## config.mk

```make
export PLATFORM = sky130hd
export DESIGN_NAME = div32_seq
export DESIGN_NICKNAME = d
export VERILOG_FILES = /design/src/rtl/alu_div_pkg.sv /design/src/rtl/div_step.sv /design/src/rtl/div32_seq.sv
export SDC_FILE = /design/constraint.sdc
export NUM_CORES = 1
export LEC_CHECK = 0
export CAP_MARGIN = 20
export CORE_ASPECT_RATIO = 0.8
export CORE_MARGIN = 5
export CORE_UTILIZATION = 25
export CTS_BUF_LIST = sky130_fd_sc_hd__clkbuf_4 sky130_fd_sc_hd__clkbuf_8
export DETAILED_ROUTE_END_ITERATION = 16
export PLACE_DENSITY_LB_ADDON = 0.1
export SLEW_MARGIN = 30
export SYNTH_ARGS = -nofsm -noshare
export SYNTH_HDL_FRONTEND = slang
export SYNTH_SLANG_ARGS = --single-unit
```

## constraint.sdc

```tcl
create_clock -name clk -period 2.9 [get_ports clk]
set_clock_uncertainty 0.15 [all_clocks]
set_input_delay 0.87 -clock clk [delete_from_list [all_inputs] [get_ports clk]]
set_output_delay 0.87 -clock clk [all_outputs]
set_load 0.05 [all_outputs]
```

## src/rtl/alu_div_pkg.sv

```systemverilog
// Shared definitions for the sequential integer divider: default sizing,
// FSM state encoding and the signed-minimum operand pattern.
package alu_div_pkg;

    localparam int unsigned DIV_WIDTH = 32;
    localparam int unsigned DIV_CNT_W = 6;

    localparam logic [DIV_WIDTH-1:0] DIV_SMIN = {1'b1, {(DIV_WIDTH-1){1'b0}}};

    typedef enum logic [1:0] {
        DIV_IDLE = 2'd0,
        DIV_CALC = 2'd1,
        DIV_FIX  = 2'd2,
        DIV_DONE = 2'd3
    } div_state_e;

endpackage

```

## src/rtl/div_step.sv

```systemverilog
// One restoring-division step: shift the next dividend bit into the partial
// remainder and keep the trial difference only when it did not borrow.
module div_step import alu_div_pkg::*; #(
    parameter int unsigned WIDTH = DIV_WIDTH
) (
    input  logic [WIDTH-1:0] rem,
    input  logic             dividend_msb,
    input  logic [WIDTH-1:0] divisor,
    output logic [WIDTH-1:0] next_rem,
    output logic             q_bit
);

    logic [WIDTH:0] shifted;
    logic [WIDTH:0] trial;

    // rem < divisor always holds, so bit WIDTH of trial is a clean borrow flag.
    always_comb begin
        shifted  = {rem, dividend_msb};
        trial    = shifted - {1'b0, divisor};
        q_bit    = ~trial[WIDTH];
        next_rem = q_bit ? trial[WIDTH-1:0] : shifted[WIDTH-1:0];
    end

endmodule

```

## src/rtl/div32_seq.sv

```systemverilog
// Multi-cycle restoring divider (DIV/DIVU/REM/REMU), one quotient bit per cycle
// on operand magnitudes, with sign fix-up and single-cycle special cases.
module div32_seq import alu_div_pkg::*; #(
    parameter int unsigned WIDTH = DIV_WIDTH,
    parameter int unsigned CNT_W = DIV_CNT_W
) (
    input  logic             clk,
    input  logic             rst_n,
    input  logic             start,
    input  logic             is_signed,
    input  logic [WIDTH-1:0] A,
    input  logic [WIDTH-1:0] B,
    output logic             busy,
    output logic             done,
    output logic [WIDTH-1:0] Q,
    output logic [WIDTH-1:0] R,
    output logic             div_by_zero
);

    localparam logic [WIDTH-1:0] SMIN     = {1'b1, {(WIDTH-1){1'b0}}};
    localparam logic [CNT_W-1:0] CNT_LAST = CNT_W'(WIDTH - 1);

    div_state_e       state_q, state_d;
    logic [CNT_W-1:0] cnt_q, cnt_d;
    logic [WIDTH-1:0] dvd_q, dvd_d;
    logic [WIDTH-1:0] dvs_q, dvs_d;
    logic [WIDTH-1:0] rem_q, rem_d;
    logic [WIDTH-1:0] quo_q, quo_d;
    logic [WIDTH-1:0] rmd_q, rmd_d;
    logic             neg_quo_q, neg_quo_d;
    logic             neg_rem_q, neg_rem_d;
    logic             dz_q, dz_d;

    logic [WIDTH-1:0] abs_a;
    logic [WIDTH-1:0] abs_b;
    logic [WIDTH-1:0] step_rem;
    logic             step_qbit;

    div_step #(.WIDTH(WIDTH)) u_step (
        .rem          (rem_q),
        .dividend_msb (dvd_q[WIDTH-1]),
        .divisor      (dvs_q),
        .next_rem     (step_rem),
        .q_bit        (step_qbit)
    );

    always_comb begin
        abs_a = (is_signed && A[WIDTH-1]) ? -A : A;
        abs_b = (is_signed && B[WIDTH-1]) ? -B : B;
    end

    // The dividend register doubles as the quotient: bits shift out of the top
    // into the remainder while quotient bits enter at the bottom.
    always_comb begin
        state_d   = state_q;
        cnt_d     = cnt_q;
        dvd_d     = dvd_q;
        dvs_d     = dvs_q;
        rem_d     = rem_q;
        quo_d     = quo_q;
        rmd_d     = rmd_q;
        neg_quo_d = neg_quo_q;
        neg_rem_d = neg_rem_q;
        dz_d      = dz_q;

        case (state_q)
            DIV_IDLE: begin
                if (start) begin
                    dvd_d     = abs_a;
                    dvs_d     = abs_b;
                    rem_d     = '0;
                    cnt_d     = CNT_LAST;
                    neg_quo_d = is_signed & (A[WIDTH-1] ^ B[WIDTH-1]);
                    neg_rem_d = is_signed & A[WIDTH-1];
                    dz_d      = 1'b0;
                    if (B == '0) begin
                        quo_d   = '1;
                        rmd_d   = A;
                        dz_d    = 1'b1;
                        state_d = DIV_DONE;
                    end else if (is_signed && (A == SMIN) && (B == '1)) begin
                        quo_d   = A;
                        rmd_d   = '0;
                        state_d = DIV_DONE;
                    end else begin
                        state_d = DIV_CALC;
                    end
                end
            end
            DIV_CALC: begin
                dvd_d = {dvd_q[WIDTH-2:0], step_qbit};
                rem_d = step_rem;
                if (cnt_q == '0) begin
                    state_d = DIV_FIX;
                end else begin
                    cnt_d = cnt_q - 1'b1;
                end
            end
            DIV_FIX: begin
                quo_d   = neg_quo_q ? -dvd_q : dvd_q;
                rmd_d   = neg_rem_q ? -rem_q : rem_q;
                state_d = DIV_DONE;
            end
            DIV_DONE: begin
                state_d = DIV_IDLE;
            end
            default: begin
                state_d = DIV_IDLE;
            end
        endcase
    end

    always_ff @(posedge clk or negedge rst_n) begin
        if (!rst_n) begin
            state_q   <= DIV_IDLE;
            cnt_q     <= '0;
            dvd_q     <= '0;
            dvs_q     <= '0;
            rem_q     <= '0;
            quo_q     <= '0;
            rmd_q     <= '0;
            neg_quo_q <= 1'b0;
            neg_rem_q <= 1'b0;
            dz_q      <= 1'b0;
        end else begin
            state_q   <= state_d;
            cnt_q     <= cnt_d;
            dvd_q     <= dvd_d;
            dvs_q     <= dvs_d;
            rem_q     <= rem_d;
            quo_q     <= quo_d;
            rmd_q     <= rmd_d;
            neg_quo_q <= neg_quo_d;
            neg_rem_q <= neg_rem_d;
            dz_q      <= dz_d;
        end
    end

    assign busy        = (state_q != DIV_IDLE);
    assign done        = (state_q == DIV_DONE);
    assign Q           = quo_q;
    assign R           = rmd_q;
    assign div_by_zero = dz_q;

endmodule

```

# ---- Word-level counts from Yosys, hierarchy flattened
# Cells that the tools add are included.
dict set report classes {
  n_reduce_logical 15
  mux 26
  add_sub_neg 6
  bitwise_logic 4
  eq_ne 9
}
# cell count
set op_table {}
lappend op_table {{$mux W32} 13}
lappend op_table {{$pmux W32 S2} 4}
lappend op_table {{$neg A32 Y32} 4}
lappend op_table {{$eq A32 B32 Y1 const B} 2}
lappend op_table {{$sub A33 B32 Y33} 1}
lappend op_table {{$logic_not A32 Y1} 1}
lappend op_table {{$mux W6} 2}
lappend op_table {{$pmux W6 S2} 1}
lappend op_table {{$mux W2} 4}
lappend op_table {{$pmux W2 S4} 1}
lappend op_table {{$logic_not A6 Y1} 1}
lappend op_table {{$ne A2 B2 Y1 const B} 3}
lappend op_table {{$reduce_and A2 Y1} 3}
lappend op_table {{$reduce_and A3 Y1} 2}
lappend op_table {{$reduce_bool A2 Y1} 3}
lappend op_table {{$sub A6 B1 Y6 const B} 1}
lappend op_table {{$eq A2 B2 Y1 const B} 2}
lappend op_table {{$logic_and A1 B1 Y1} 4}
lappend op_table {{$ne A3 B3 Y1 const B} 1}
lappend op_table {{$and A1 B1 Y1} 2}
lappend op_table {{$eq A2 B1 Y1 const B} 1}
lappend op_table {{$logic_not A2 Y1} 1}
lappend op_table {{$mux W1} 1}
lappend op_table {{$not A1 Y1} 1}
lappend op_table {{$xor A1 B1 Y1} 1}
dict set report word_totals {
  elab_cells 70
  ff_bits 171
  out_inout_bits 67
}

# ---- Depth between registers and ports, before layout
dict set report logic_depth {
  word_depth 7
  mapped_depth 12
  depth_no_buf 11
}

# ---- By module
# Synthesis repeated with hierarchy kept, for this count alone.
dict set report hier_totals {
  hier_cells 1406
  area_unflattened_um2 12752.2
}
# mod cells_each instances seq_area_each_um2 area_each_um2
set modules_own_cells {}
lappend modules_own_cells {div32_seq 1101 1 4279.1 10393.7}
lappend modules_own_cells {div_step 305 1 0.0 2358.5}

# ---- Least setup slack after synthesis
# OpenSTA, ideal clock, no wires.
dict set report synth_path {
  path_kind {input-to-reg}
  start {in A[12]}
  end {reg quo_q[23] (netlist: Q[23])}
  required_ps 2615
  path_slack_ps -564
  stages 11
  t_arrival_ps 3180
  cell_sequence {or4_4 -> or3_4 -> or4b_1 -> nor3_2 -> nand3b_2 -> o211ai_2 -> buf_6 -> buf_6 -> buf_6 -> nand2_1 -> o21ai_0}
}
dict set report synth_between {
  elab_chain_len 5
}
# element line
set synth_rtl {}
lappend synth_rtl {{start: declaration} div32_seq.sv:11} ;# input logic [WIDTH-1:0] A,
lappend synth_rtl {{$eq A32 B32 Y1} div32_seq.sv:81} ;# end else if (is_signed && (A == SMIN) && (B == '1)) begin
lappend synth_rtl {{$logic_and A1 B1 Y1 (2 in series)} div32_seq.sv:81}
lappend synth_rtl {{$ne A3 B3 Y1 (no source line)} --}
lappend synth_rtl {{$reduce_and A3 Y1 (no source line)} --}
lappend synth_rtl {{end signal: assignment} div32_seq.sv:131} ;# quo_q <= quo_d;
lappend synth_rtl {{end: declaration} div32_seq.sv:28} ;# logic [WIDTH-1:0] quo_q, quo_d;
# Every way passes these cells.
# A chain may end at the register's enable or synchronous reset.

# ---- Worst setup path in the final report
dict set report layout_path {
  start {in A[11]}
  end {reg quo_q[0] (netlist: Q[0])}
}
# Same word-level chain as after synthesis.

==> report_table.html <==
<table>
<tr><th>Metric</th><th>Value</th></tr>
<tr><th colspan="2">CTS</th></tr>
<tr><td>Number of buffers created by CTS</td><td>17</td></tr>
<tr><td>Later-pin clock latency in the skew report</td><td>520 ps</td></tr>
<tr><td>CTS tree</td><td>built</td></tr>
<tr><td>Number of clock sinks</td><td>roughly 170</td></tr>
<tr><td>Clock transition at path regs</td><td>between 100 and 150 ps</td></tr>
<tr><td>CTS H-tree depth</td><td>4</td></tr>
<tr><td>Largest buffer count on any clock path</td><td>2</td></tr>
<tr><td>CTS Root Buffer Type</td><td>clkbuf_8</td></tr>
<tr><th colspan="2">Synthesis</th></tr>
<tr><td>Synthesized net count</td><td>1657</td></tr>
<tr><td>Flops &amp; latches, synth</td><td>171</td></tr>
<tr><td>Warning count from the yosys run</td><td>0</td></tr>
<tr><td>Netlist area before placement</td><td>approximately 12000 µm²</td></tr>
<tr><td>Most common cell in the synthesized netlist</td><td>nand2_1</td></tr>
<tr><td>Area share of the largest cell type after synthesis</td><td>0.344</td></tr>
<tr><td>List of most frequent post-synthesis cells</td><td>nand2_1, o21ai_0, dfrtp_1</td></tr>
<tr><td>Library cell occupying the most area in the post-synthesis netlist</td><td>dfrtp_1</td></tr>
<tr><td>Number of library cell types mapped by synthesis</td><td>66</td></tr>
<tr><td>Gate count of the mapped netlist</td><td>1544</td></tr>
<tr><td>Mean area per synthesized cell</td><td>about 8 µm²</td></tr>
<tr><td>Synth async-reset ratio</td><td>1.00</td></tr>
<tr><td>Portion of the post-synthesis area used by sequential elements</td><td>0.344</td></tr>
<tr><td>Cell types with the largest area share after synthesis</td><td>dfrtp_1, o21ai_0, nand2_1, xnor2_1, ha_1</td></tr>
<tr><td>EDFF count, synth</td><td>0</td></tr>
<tr><td>Most common flop cell mapped by yosys</td><td>dfrtp_1</td></tr>
<tr><th colspan="2">Layout</th></tr>
<tr><td>Filler Cells Inserted</td><td>5078</td></tr>
<tr><td>Area taken by flip-flops and latches</td><td>4280 µm²</td></tr>
<tr><td>Area of combinational cells with multiple inputs</td><td>8350 µm²</td></tr>
<tr><td>Share of post-route cells with drive strength above 1</td><td>0.276</td></tr>
<tr><td>Net total in the final layout</td><td>about 2100</td></tr>
<tr><td>Area added between synthesis and finish</td><td>49.6%</td></tr>
<tr><th colspan="2">Power and ir drop</th></tr>
<tr><td>Maximum vdd ir drop</td><td>0.000490 V</td></tr>
<tr><td>Power per unit of standard cell area</td><td>1320 nW/µm²</td></tr>
<tr><td>Pleak</td><td>0.00791 µW</td></tr>
<tr><td>Overall power</td><td>24600 µW</td></tr>
<tr><th colspan="2">Detailed routing</th></tr>
<tr><td>Average vias per placed instance</td><td>4.83</td></tr>
<tr><td>Vias after detailed routing</td><td>12800</td></tr>
<tr><td>Final ANT Viol Nets</td><td>0</td></tr>
<tr><td>Drt first-iter violations</td><td>872</td></tr>
<tr><td>Post-route DRC</td><td>0</td></tr>
<tr><td>Number of iterations in the first detailed-routing pass</td><td>7</td></tr>
<tr><td>WL/cell</td><td>between 15 and 20 µm</td></tr>
<tr><td>Final WL</td><td>between 40 and 50 mm</td></tr>
<tr><th colspan="2">STA</th></tr>
<tr><td>Share of the clock period used by the worst path after layout</td><td>1.12</td></tr>
<tr><td>Max-slew violation total from the final report</td><td>0</td></tr>
<tr><td>Final critical delay including setup and external delays</td><td>3240 ps</td></tr>
<tr><td>Slew at the pin with the worst max-slew slack</td><td>~660 ps</td></tr>
<tr><td>WHS</td><td>220 ps</td></tr>
<tr><td>Final hold violations</td><td>0</td></tr>
<tr><td>Aggregate negative setup slack</td><td>-16330 ps</td></tr>
<tr><td>Setup repair after global routing missed its margin</td><td>yes</td></tr>
<tr><td>Setup WS post-layout</td><td>-336 ps</td></tr>
<tr><td>Normalized max-slew margin</td><td>0.562</td></tr>
<tr><td>Maximum clock frequency</td><td>309 MHz</td></tr>
<tr><td>Setup-violating endpoint count in the final report</td><td>76</td></tr>
<tr><th colspan="2">Critical path</th></tr>
<tr><td>Req. time, crit path</td><td>3160 ps</td></tr>
<tr><td>Critical path arrival</td><td>3500 ps</td></tr>
<tr><td>Buffers &amp; Inverters on Critical Path</td><td>3</td></tr>
<tr><td>Startpoint class of the critical path</td><td>primary input</td></tr>
<tr><td>Slowest cell on the critical path</td><td>or4_4</td></tr>
<tr><td>Nature of the critical path endpoint</td><td>flop</td></tr>
<tr><td>Worst-path maximum fanout</td><td>9</td></tr>
<tr><td>Cell chain of the critical path</td><td>buf_6 &gt; or4_4 &gt; or3_4 &gt; or4b_4 &gt; nor3_4 &gt; nand3b_4 &gt; o211ai_4 &gt; buf_12 &gt; buf_16 &gt; a21o_1</td></tr>
<tr><td>Worst stage delay on the critical path</td><td>~540 ps</td></tr>
<tr><td>Top Family by Delay on Critical Path</td><td>simple AND/OR/NAND/NOR gates</td></tr>
<tr><td>Type of the worst setup path</td><td>in2reg</td></tr>
<tr><th colspan="2">Die</th></tr>
<tr><td>Height of the die</td><td>approximately 210 µm</td></tr>
<tr><td># rows</td><td>73</td></tr>
<tr><td>Die area</td><td>54300 µm²</td></tr>
<tr><td>Area of the placeable core</td><td>49400 µm²</td></tr>
<tr><td>Count of boundary I/O pins</td><td>135</td></tr>
<tr><td>Starting utilization of the core area</td><td>0.251</td></tr>
<tr><td>Die Span X</td><td>259 µm</td></tr>
<tr><th colspan="2">Global route</th></tr>
<tr><td>GRT Total Usage</td><td>0.181</td></tr>
<tr><td>Residual overflow from global routing</td><td>0</td></tr>
<tr><td>Via count of the first global-routing pass</td><td>12900</td></tr>
<tr><td>Largest net degree at the start of global routing</td><td>71</td></tr>
<tr><td>Initial antenna violation count</td><td>1</td></tr>
<tr><td>Global-route wire length before repair</td><td>77.0 mm</td></tr>
<tr><th colspan="2">Run</th></tr>
<tr><td># Max-Cap Violations</td><td>0</td></tr>
<tr><th colspan="2">Min path</th></tr>
<tr><td>Path class of the lowest-slack min-delay path</td><td>in2async</td></tr>
<tr><th colspan="2">Placed design</th></tr>
<tr><td>Number of port buffers</td><td>134</td></tr>
<tr><td>Placed wire-length estimate after detailed placement</td><td>roughly 37 mm</td></tr>
<tr><td>Final weighted congestion in routability-driven placement</td><td>0.840</td></tr>
<tr><th colspan="2">Outcome</th></tr>
<tr><td>Failing checks</td><td>negative setup slack</td></tr>
<tr><td>Result of the run</td><td>finished, violations left</td></tr>
</table>
-- kinds of logic after synthesis --
family | count (synthesis) | synth area share
adders and majority gates | 45 | 0.0459
DFF | 171 | 0.344
buffers and inverters | 155 | 0.0495
and+or+nand+nor | 507 | 0.190
xor gates and xnor gates | 142 | 0.100
muxes | 30 | 0.0242
AOI/OAI and AO/OA | 494 | 0.246
-- through the flow --
stage               instances  area (µm²)  utilization  setup WS, ps
floorplan                1544       12500            -          -557
global placement         2574       16800        0.341         -1060
detailed placement       2574       16800        0.341         -1110
CTS                      2635       18200        0.368          -278
global route             2643       18600        0.376          -310
finish                   2643       18600        0.376          -336
-- layer usage --
| metal | vias to the layer above | global-route usage | share of wire |
|---|---|---|---|
| met1 | 6137 | 0.279 | 0.52 |
| met2 | 275 | 0.267 | 0.42 |
| met5 | - | 0 | 0 |
| met3 | 34 | 0.0292 | 0.043 |
| li1 | 6327 | - | - |
| met4 | 0 | 0.0319 | 0.013 |
-- registers in the layout, indices dropped and copies added (netlist names) --
name / flops
state_q: 2
dvs_q: 32
Q: 32
R: 32
cnt_q: 6
neg_rem_q: 1
neg_quo_q: 1
rem_q: 32
div_by_zero: 1
dvd_q: 32
-- layout by cell type, fill, tap and decap left out, drive strengths merged, types with 15 or more instances in the layout --
cell type,n
buf,346
nand2,235
o21ai,212
dfrtp,171
clkdlybuf4s50,112
a21oi,102
xnor2,92
nor2,91
inv,75
xor2,50
ha,44
o31ai,32
mux2i,30
a22oi,28
nand3,26
nor3,26
a21o,21
nand4,20
clkbuf,19
or3,19
nor4,17
o211ai,16
or4,16
a211oi,15
-- cell type report --
| class | instances | share of cell area |
|---|---|---|
| diodes | 1 | 0.000135 |
| clock buffers | 18 | 0.0133 |
| clock inverters | 14 | 0.00835 |
| inverters | 70 | 0.0143 |
| multi-input cells | 1218 | 0.449 |
| flip-flops and latches | 171 | 0.230 |
| well taps | 675 | 0.0454 |
| repair buffers | 476 | 0.239 |
-- timing repair --
action,in CTS,in global routing
endpoints found under the setup margin,117,114
gates cloned,13,1
pin swaps,51,55
setup buffers,17,9
resized for setup,188,106
hold buffers,0,0
-- where the power goes --
group          internal, µW  switching, µW
Sequential             3490            940
Clock                   804           1070
Combinational          8130          10200
-- final timing paths --
kind,from,to,slack [ps],cells after the start
min in group clk,dvs_q[3],dvs_q[3],340,2
worst min-delay path,rst_n,neg_quo_q,220,1
worst max register to register,dvd_q[13],Q[31],-110,9
max in group asynchronous,rst_n,rem_q[25],1600,2
worst max-delay path,A[11],Q[0],-340,10
worst min register to register,dvs_q[3],dvs_q[3],340,2
Note: power is estimated with default switching activity, not from simulation.
